**config.mk**
```make
export PLATFORM = sky130hd
export DESIGN_NAME = mux_arbiter
export DESIGN_NICKNAME = d
export VERILOG_FILES = /design/src/rtl/mux_arbiter.sv
export SDC_FILE = /design/constraint.sdc
export NUM_CORES = 1
export LEC_CHECK = 0
export ABC_AREA = 1
export CAP_MARGIN = 20
export CORE_MARGIN = 5
export CORE_UTILIZATION = 37
export CTS_CLUSTER_SIZE = 12
export DETAILED_ROUTE_END_ITERATION = 8
export PLACE_DENSITY = 0.65
export SYNTH_ARGS = -nofsm -noshare
export SYNTH_HDL_FRONTEND = slang
export SYNTH_SLANG_ARGS = --single-unit
export TNS_END_PERCENT = 5
```
**constraint.sdc**
```tcl
create_clock -name clk -period 2 [get_ports clk]
set_clock_uncertainty 0.2 [all_clocks]
set_input_delay 0.4 -clock clk [delete_from_list [all_inputs] [get_ports clk]]
set_output_delay 0.4 -clock clk [all_outputs]
set_load 0.005 [all_outputs]
```
**src/rtl/mux_arbiter.sv**
```systemverilog
// mux_arbiter: two-requester round-robin arbiter that owns the select line of a
// shared 2:1 data mux. Grants, sel and the tie-break history are registered.
// y is a purely combinational function of sel, a and b.
module mux_arbiter #(
    parameter int WIDTH    = 1,
    parameter int MAX_HOLD = 8  // legal values >= 2
) (
    input  logic             clk,
    input  logic             rst,
    input  logic             req0,
    input  logic             req1,
    input  logic             done0,
    input  logic             done1,
    input  logic [WIDTH-1:0] a,
    input  logic [WIDTH-1:0] b,
    output logic             gnt0,
    output logic             gnt1,
    output logic             sel,
    output logic [WIDTH-1:0] y,
    output logic             valid
);

    localparam int CNT_W = (MAX_HOLD > 2) ? $clog2(MAX_HOLD) : 1;
    localparam logic [CNT_W-1:0] HOLD_LAST = CNT_W'(MAX_HOLD - 1);

    typedef enum logic [1:0] {
        IDLE   = 2'd0,
        GRANT0 = 2'd1,
        GRANT1 = 2'd2
    } state_t;

    state_t           state;
    logic [CNT_W-1:0] hold_cnt;
    logic             last;   // requester that most recently released

    // The owner gives up the grant when it is done, stops asking, or has used
    // its full hold window while the other side is waiting.
    logic hold_expired;
    logic release0;
    logic release1;

    assign hold_expired = (hold_cnt == HOLD_LAST);
    assign release0     = done0 | ~req0 | (req1 & hold_expired);
    assign release1     = done1 | ~req1 | (req0 & hold_expired);

    // Arbitration state machine with registered grant and select outputs
    // NOTE: every register here uses <= so all of them update from the same
    // pre-edge values; a blocking = would let later lines see half-updated state.
    always_ff @(posedge clk or posedge rst) begin
        if (rst) begin
            state    <= IDLE;
            gnt0     <= 1'b0;
            gnt1     <= 1'b0;
            sel      <= 1'b0;
            hold_cnt <= '0;
            last     <= 1'b1;   // requester 0 wins the first tie
        end else begin
            case (state)
                IDLE: begin
                    hold_cnt <= '0;
                    if (req0 && (!req1 || last)) begin
                        state <= GRANT0;
                        gnt0  <= 1'b1;
                        sel   <= 1'b0;
                    end else if (req1) begin
                        state <= GRANT1;
                        gnt1  <= 1'b1;
                        sel   <= 1'b1;
                    end
                end

                GRANT0: begin
                    if (release0) begin
                        last     <= 1'b0;
                        hold_cnt <= '0;
                        gnt0     <= 1'b0;
                        if (req1) begin
                            // Direct hand-off: no idle cycle between owners
                            state <= GRANT1;
                            gnt1  <= 1'b1;
                            sel   <= 1'b1;
                        end else begin
                            state <= IDLE;
                        end
                    end else if (!hold_expired) begin
                        // Saturates at the limit so an uncontested owner keeps the bus
                        hold_cnt <= hold_cnt + CNT_W'(1);
                    end
                end

                GRANT1: begin
                    if (release1) begin
                        last     <= 1'b1;
                        hold_cnt <= '0;
                        gnt1     <= 1'b0;
                        if (req0) begin
                            state <= GRANT0;
                            gnt0  <= 1'b1;
                            sel   <= 1'b0;
                        end else begin
                            state <= IDLE;
                        end
                    end else if (!hold_expired) begin
                        hold_cnt <= hold_cnt + CNT_W'(1);
                    end
                end

                default: begin
                    state    <= IDLE;
                    gnt0     <= 1'b0;
                    gnt1     <= 1'b0;
                    hold_cnt <= '0;
                end
            endcase
        end
    end

    // Shared bus: always exactly one of the two sources, never a blend
    assign y     = sel ? b : a;
    assign valid = gnt0 | gnt1;

endmodule

```
Word level (Yosys, flattened, before mapping)
Cells that the tools add are included.
{"block": "totals", "register_bits": 9, "latch_bits": 0, "mem_bits_rw": 0, "mem_bits_ro": 0, "input_bits": 8, "output_inout_bits": 5, "elab_cells": 66, "mem_count": 0}
{"block": "classes", "add_sub_neg": 1, "n_mul": 0, "div": 0, "order_cmp": 0, "eq_ne": 9, "shifts": 0, "muxes": 30, "bitwise": 9, "n_reduce_logical": 11}
{"operator": "1-bit 2-to-1 mux", "count": 16}
{"operator": "2-bit 2-to-1 mux", "count": 5}
{"operator": "2-bit inequality test, second input constant", "count": 5}
{"operator": "3-bit 2-to-1 mux", "count": 3}
{"operator": "1-bit case mux with 3 select lines", "count": 3}
{"operator": "3-bit AND reduction", "count": 3}
{"operator": "4-bit AND reduction", "count": 2}
{"operator": "2-bit case mux with 3 select lines", "count": 1}
{"operator": "3-bit case mux with 2 select lines", "count": 1}
{"operator": "1-bit bitwise OR", "count": 5}
{"operator": "3-bit by 1-bit adder with 3-bit output, second input constant", "count": 1}
{"operator": "3-bit == test, second input constant", "count": 1}
{"operator": "3-bit inequality test, second input constant", "count": 1}
{"operator": "3-bit nonzero test", "count": 1}
{"operator": "1-bit AND", "count": 2}
{"operator": "2-bit by 1-bit == test with 1-bit output, second input constant", "count": 1}
{"operator": "2-bit == test, second input constant", "count": 1}
{"operator": "2-bit zero test", "count": 1}
{"operator": "1-bit NOT", "count": 2}
{"operator": "1-bit case mux with 2 select lines", "count": 1}
{"operator": "2-bit nonzero test", "count": 1}
{"operator": "1-bit logical AND", "count": 1}
{"operator": "1-bit zero test", "count": 1}
{"operator": "1-bit logical OR", "count": 1}

Longest topological paths before layout
{"block": "logic_depth", "ltp_word": 5, "depth_mapped": 10, "depth_no_buf": 10}

Least setup slack after synthesis
OpenSTA, ideal clock, no wires.
{"block": "synth_timing", "kind": "reg-to-reg", "start": "register state[0]", "end": "register gnt0", "setup_time_ns": 0.117, "arrival_time_ns": 1.096, "slack_ns": 0.588, "stages_incl_launch_ff": 9, "path_buffers": 0, "cell_sequence": "dfrtp_1 inv_1 ha_1 inv_1 nor2_1 a21oi_1 nand2_1 nand2_1 nand2_1"}
{"block": "synth_between", "elab_chain_cells": 3, "elab_cells_between_ends": 9}
{"element": "from (decl)", "line_no": "32", "text": "state_t state;"}
{"element": "from (signal assigned)", "line_no": "51", "text": "state <= IDLE;"}
{"element": "from (signal assigned)", "line_no": "62", "text": "state <= GRANT0;"}
{"element": "from (signal assigned)", "line_no": "66", "text": "state <= GRANT1;"}
{"element": "2-bit == test, or another cell as far along", "line_no": "58", "text": "case (state)"}
{"element": "2-bit inequality test (no source line)"}
{"element": "4-bit AND reduction (no source line)"}
{"element": "to (signal assigned)", "line_no": "52", "text": "gnt0 <= 1'b0;"}
{"element": "to (signal assigned)", "line_no": "63", "text": "gnt0 <= 1'b1;"}
{"element": "to (signal assigned)", "line_no": "76", "text": "gnt0 <= 1'b0;"}
{"element": "to (decl)", "line_no": "16", "text": "output logic gnt0,"}
Parallel ways exist; a longest one is shown, timed or not.
A chain may end at the register's enable or synchronous reset.

Worst setup path in the final report
{"block": "layout_timing", "start": "input b", "end": "output y"}
{"block": "layout_between", "elab_chain_cells": 1}
{"element": "from (decl)", "line_no": "15", "text": "input logic [WIDTH-1:0] b,"}
{"element": "1-bit 2-to-1 mux", "line_no": "119", "text": "assign y = sel ? b : a;"}
{"element": "to (decl)", "line_no": "19", "text": "output logic [WIDTH-1:0] y,"}
No other way between the ends.

==> out/metrics.csv <==
metric,value,unit
outcome,completed,
DRT iter0 DRCs,12,
Remaining DRCs,0,
Synth Area in Simple Gates,41.71,%
initial antenna violation count,0,
final wirelength,1373,um
HP Class,primary input to asynchronous set/reset pin,
Antenna Cells,0,
area of the core,0.001745,mm2
Num CTS Buffers,3,
Worst Path Buf+Inv,2,
Synth Area per Inst,7.386,um2
"IR drop worst, VDD",0.6523,mV
H-tree lvl count,1,
final-report setup violation count,0,
clock buffer depth,2,
first-pass GRT wire length,2380,um
Mapped Area,686.9,um2
"Reg clk slew, reported paths",0.06,ns
Post-synth EDFFs,0,
total power,1.048,mW
share of cells above drive strength 1,19.82,%
clk_lat worst skew,0.26,ns
Area Growth Syn to Fin,27.14,%
final period utilization,95.08,%
crit end category,output port,
Fin. Hold Viols,0,
Slowest cell on crit path,clkdlybuf4s50_1,
Final Slew Violations,0,
"delay-heaviest family, CP",buffers and inverters,
#FFs+latches synth,9,
vias in the first global route,568,
number of max-cap violations,0,
"Seq/Total Area, Yosys",32.97,%
Clock Tree Root,clkbuf_4,
max_slew headroom,73.06,%
FP Rows,15,
RD Place Congestion,0.8415,
critical-path cell list,clkdlybuf4s50_1 > mux2_2 > dlygate4sd2_1,
Peak Freq,525.9,MHz
post-synthesis mux area share,1.639,%
"Async S/R FF share, synth",100.0,%
leakage,0.4517,nW
drt wl/cell,10.10,um
Tot GR Track Use,11.59,%
dpl ws,-0.09074,ns
Starting Density,39.35,%
CP max FO,1,
die height,53.09,um
crit path DAT,1.30,ns
DIE AREA,0.002818,mm2
dpl hpwl,1058,um
Period minus WS final,1.902,ns
fillers,186,
Post-Synthesis Cells,93,
post-synthesis adder-cell area fraction,9.107,%
Final TNS setup,0,ns
total gr overflow,0,
Sink Count,9,
I/O Buffers,12,
Post-Synth XOR/XNOR Area,1.275,%
Setup CP Type,primary input to output port,
max incr delay on CP,0.39,ns
via count,612,
CTS tree,built,
Synthesized Nets,106,
final worst slack,0.09843,ns
R2R cell count,8,
CP Data Required Time,1.40,ns
PwrDens,1199,mW/mm2
Post-synth top flop,dfrtp_1,
main combinational cell family by area after synthesis,simple AND/OR/NAND/NOR gates,
startpoint types,primary input,
width of the die,53.09,um
DR vias/cell,4.500,
Synth Area in Compound Gates,5.100,%
RSZ-0062 raised after global routing,false,
Final ANT Viol Nets,0,
warning count from the yosys run,0,
final hold slack,0.1960,ns
io pins,13,
synth unique cells,22,
worst-margin pin slew,0.4028,ns
WP depth,3,
largest net degree at the start of global routing,11,
drt first pass iters,4,
Final Net Count,125,
[area by class of cell]
type	count	area, um2	share of cell area, %
clock buffers	4	26.28	3.009
multi-input cells	73	404.1	46.28
repair buffers	16	151.4	17.34
flip-flops and latches	9	226.5	25.93
inverters	9	33.78	3.868
well taps	25	31.28	3.582
[Yosys cell counts (2+ instances only)]
| master | n | area share (%) |
|---|---|---|
| ha_1 | 5 | 9.1 |
| o21ai_1 | 3 | 2.2 |
| nand3b_1 | 2 | 2.2 |
| buf_6 | 2 | 3.3 |
| nand2_1 | 28 | 15 |
| nand2_2 | 6 | 5.5 |
| dfrtp_1 | 8 | 29 |
| nor2_1 | 10 | 5.5 |
| nand3_1 | 6 | 4.4 |
| inv_1 | 8 | 4.4 |
| a21oi_1 | 4 | 2.9 |
[worst paths after layout]
check                                           from                   end  slack (ns)
worst max register to register  state[0]$_DFFE_PP0P_      gnt0$_DFFE_PP0P_        0.40
worst max-delay path                               b                     y         0.1
max in group asynchronous                        rst      last$_DFFE_PP1P_        1.10
min in group clk                    last$_DFFE_PP1P_      last$_DFFE_PP1P_        0.28
worst min register to register      last$_DFFE_PP1P_      last$_DFFE_PP1P_        0.28
worst min-delay path                             rst  state[1]$_DFFE_PP0P_        0.20
[what timing repair did]
item,4_1_cts,5_1_grt
setup buffers,0,4
hold buffers,0,0
setup endpoints to repair,1,1
resized for setup,1,1
[logic make-up after synthesis]
| group | after synthesis |
|---|---|
| multiplexers | 1 |
| adder cells (fa/ha/maj) | 5 |
| buffers and inverters | 11 |
| AND/OR/NAND/NOR | 59 |
| XOR/XNOR | 1 |
| flip-flops | 9 |
| AO/OA/AOI/OAI | 7 |
[worst reg2reg max path, cell delays in order (launching register included)]
cell	delay, ns
dfrtp_1	0.40
inv_1	0.09
ha_1	0.29
inv_1	0.11
nor2_1	0.06
a21oi_1	0.18
nand2_1	0.07
nand2_1	0.06
nand2_1	0.04
[layer usage]
metal	global-route usage, %	routed length [um]
met5	0	0
met4	2.553	14
met3	5.070	51
met2	20.04	670
met1	13.01	635
[sequential cells by signal, summed over array words and instances (netlist names)]
register	cells
last	1
gnt0	1
gnt1	1
state	2
hold_cnt	3
sel	1
[where the power goes]
| part | switching [mW] | internal, mW | total [mW] | leakage, nW |
|---|---|---|---|---|
| registers | 0.0513 | 0.253 | 0.305 | 0.114 |
| clock network | 0.0646 | 0.0770 | 0.142 | 0.0150 |
| logic | 0.301 | 0.300 | 0.601 | 0.322 |
| total | 0.417 | 0.630 | 1.05 | 0.452 |
[stage by stage]
| stage | std cells | instance area (um2) | util [%] |
|---|---|---|---|
| CTS | 132 | 840.8 | 48.17 |
| global route | 136 | 873.3 | 50.04 |
| finish | 136 | 873.3 | 50.04 |
| detailed placement | 128 | 815.8 | 46.74 |
| floorplan | 93 | 686.9 | - |
| global placement | 128 | 815.8 | 46.74 |
[layout by cell type, fill, tap and decap left out]
| cell | instances |
|---|---|
| nand4_1 | 1 |
| nor2_1 | 10 |
| nand2_1 | 28 |
| dlygate4sd2_1 | 1 |
| inv_1 | 8 |
| nand3b_1 | 2 |
| mux2_2 | 1 |
| clkdlybuf4s50_1 | 10 |
| nand3_1 | 6 |
| ha_1 | 5 |
| nor3_2 | 1 |
| nor2_2 | 1 |
| nor2_4 | 1 |
| a21oi_1 | 4 |
| or2_2 | 1 |
| inv_2 | 1 |
| dfrtp_1 | 8 |
| o21ai_1 | 3 |
| buf_4 | 4 |
| nand2_2 | 6 |
| dlymetal6s2s_1 | 1 |
| clkbuf_4 | 3 |
| nand3_2 | 1 |
| clkbuf_1 | 1 |
| xnor2_1 | 1 |
| dfstp_2 | 1 |
| nand2_4 | 1 |
(Power assumes the default switching activity.)
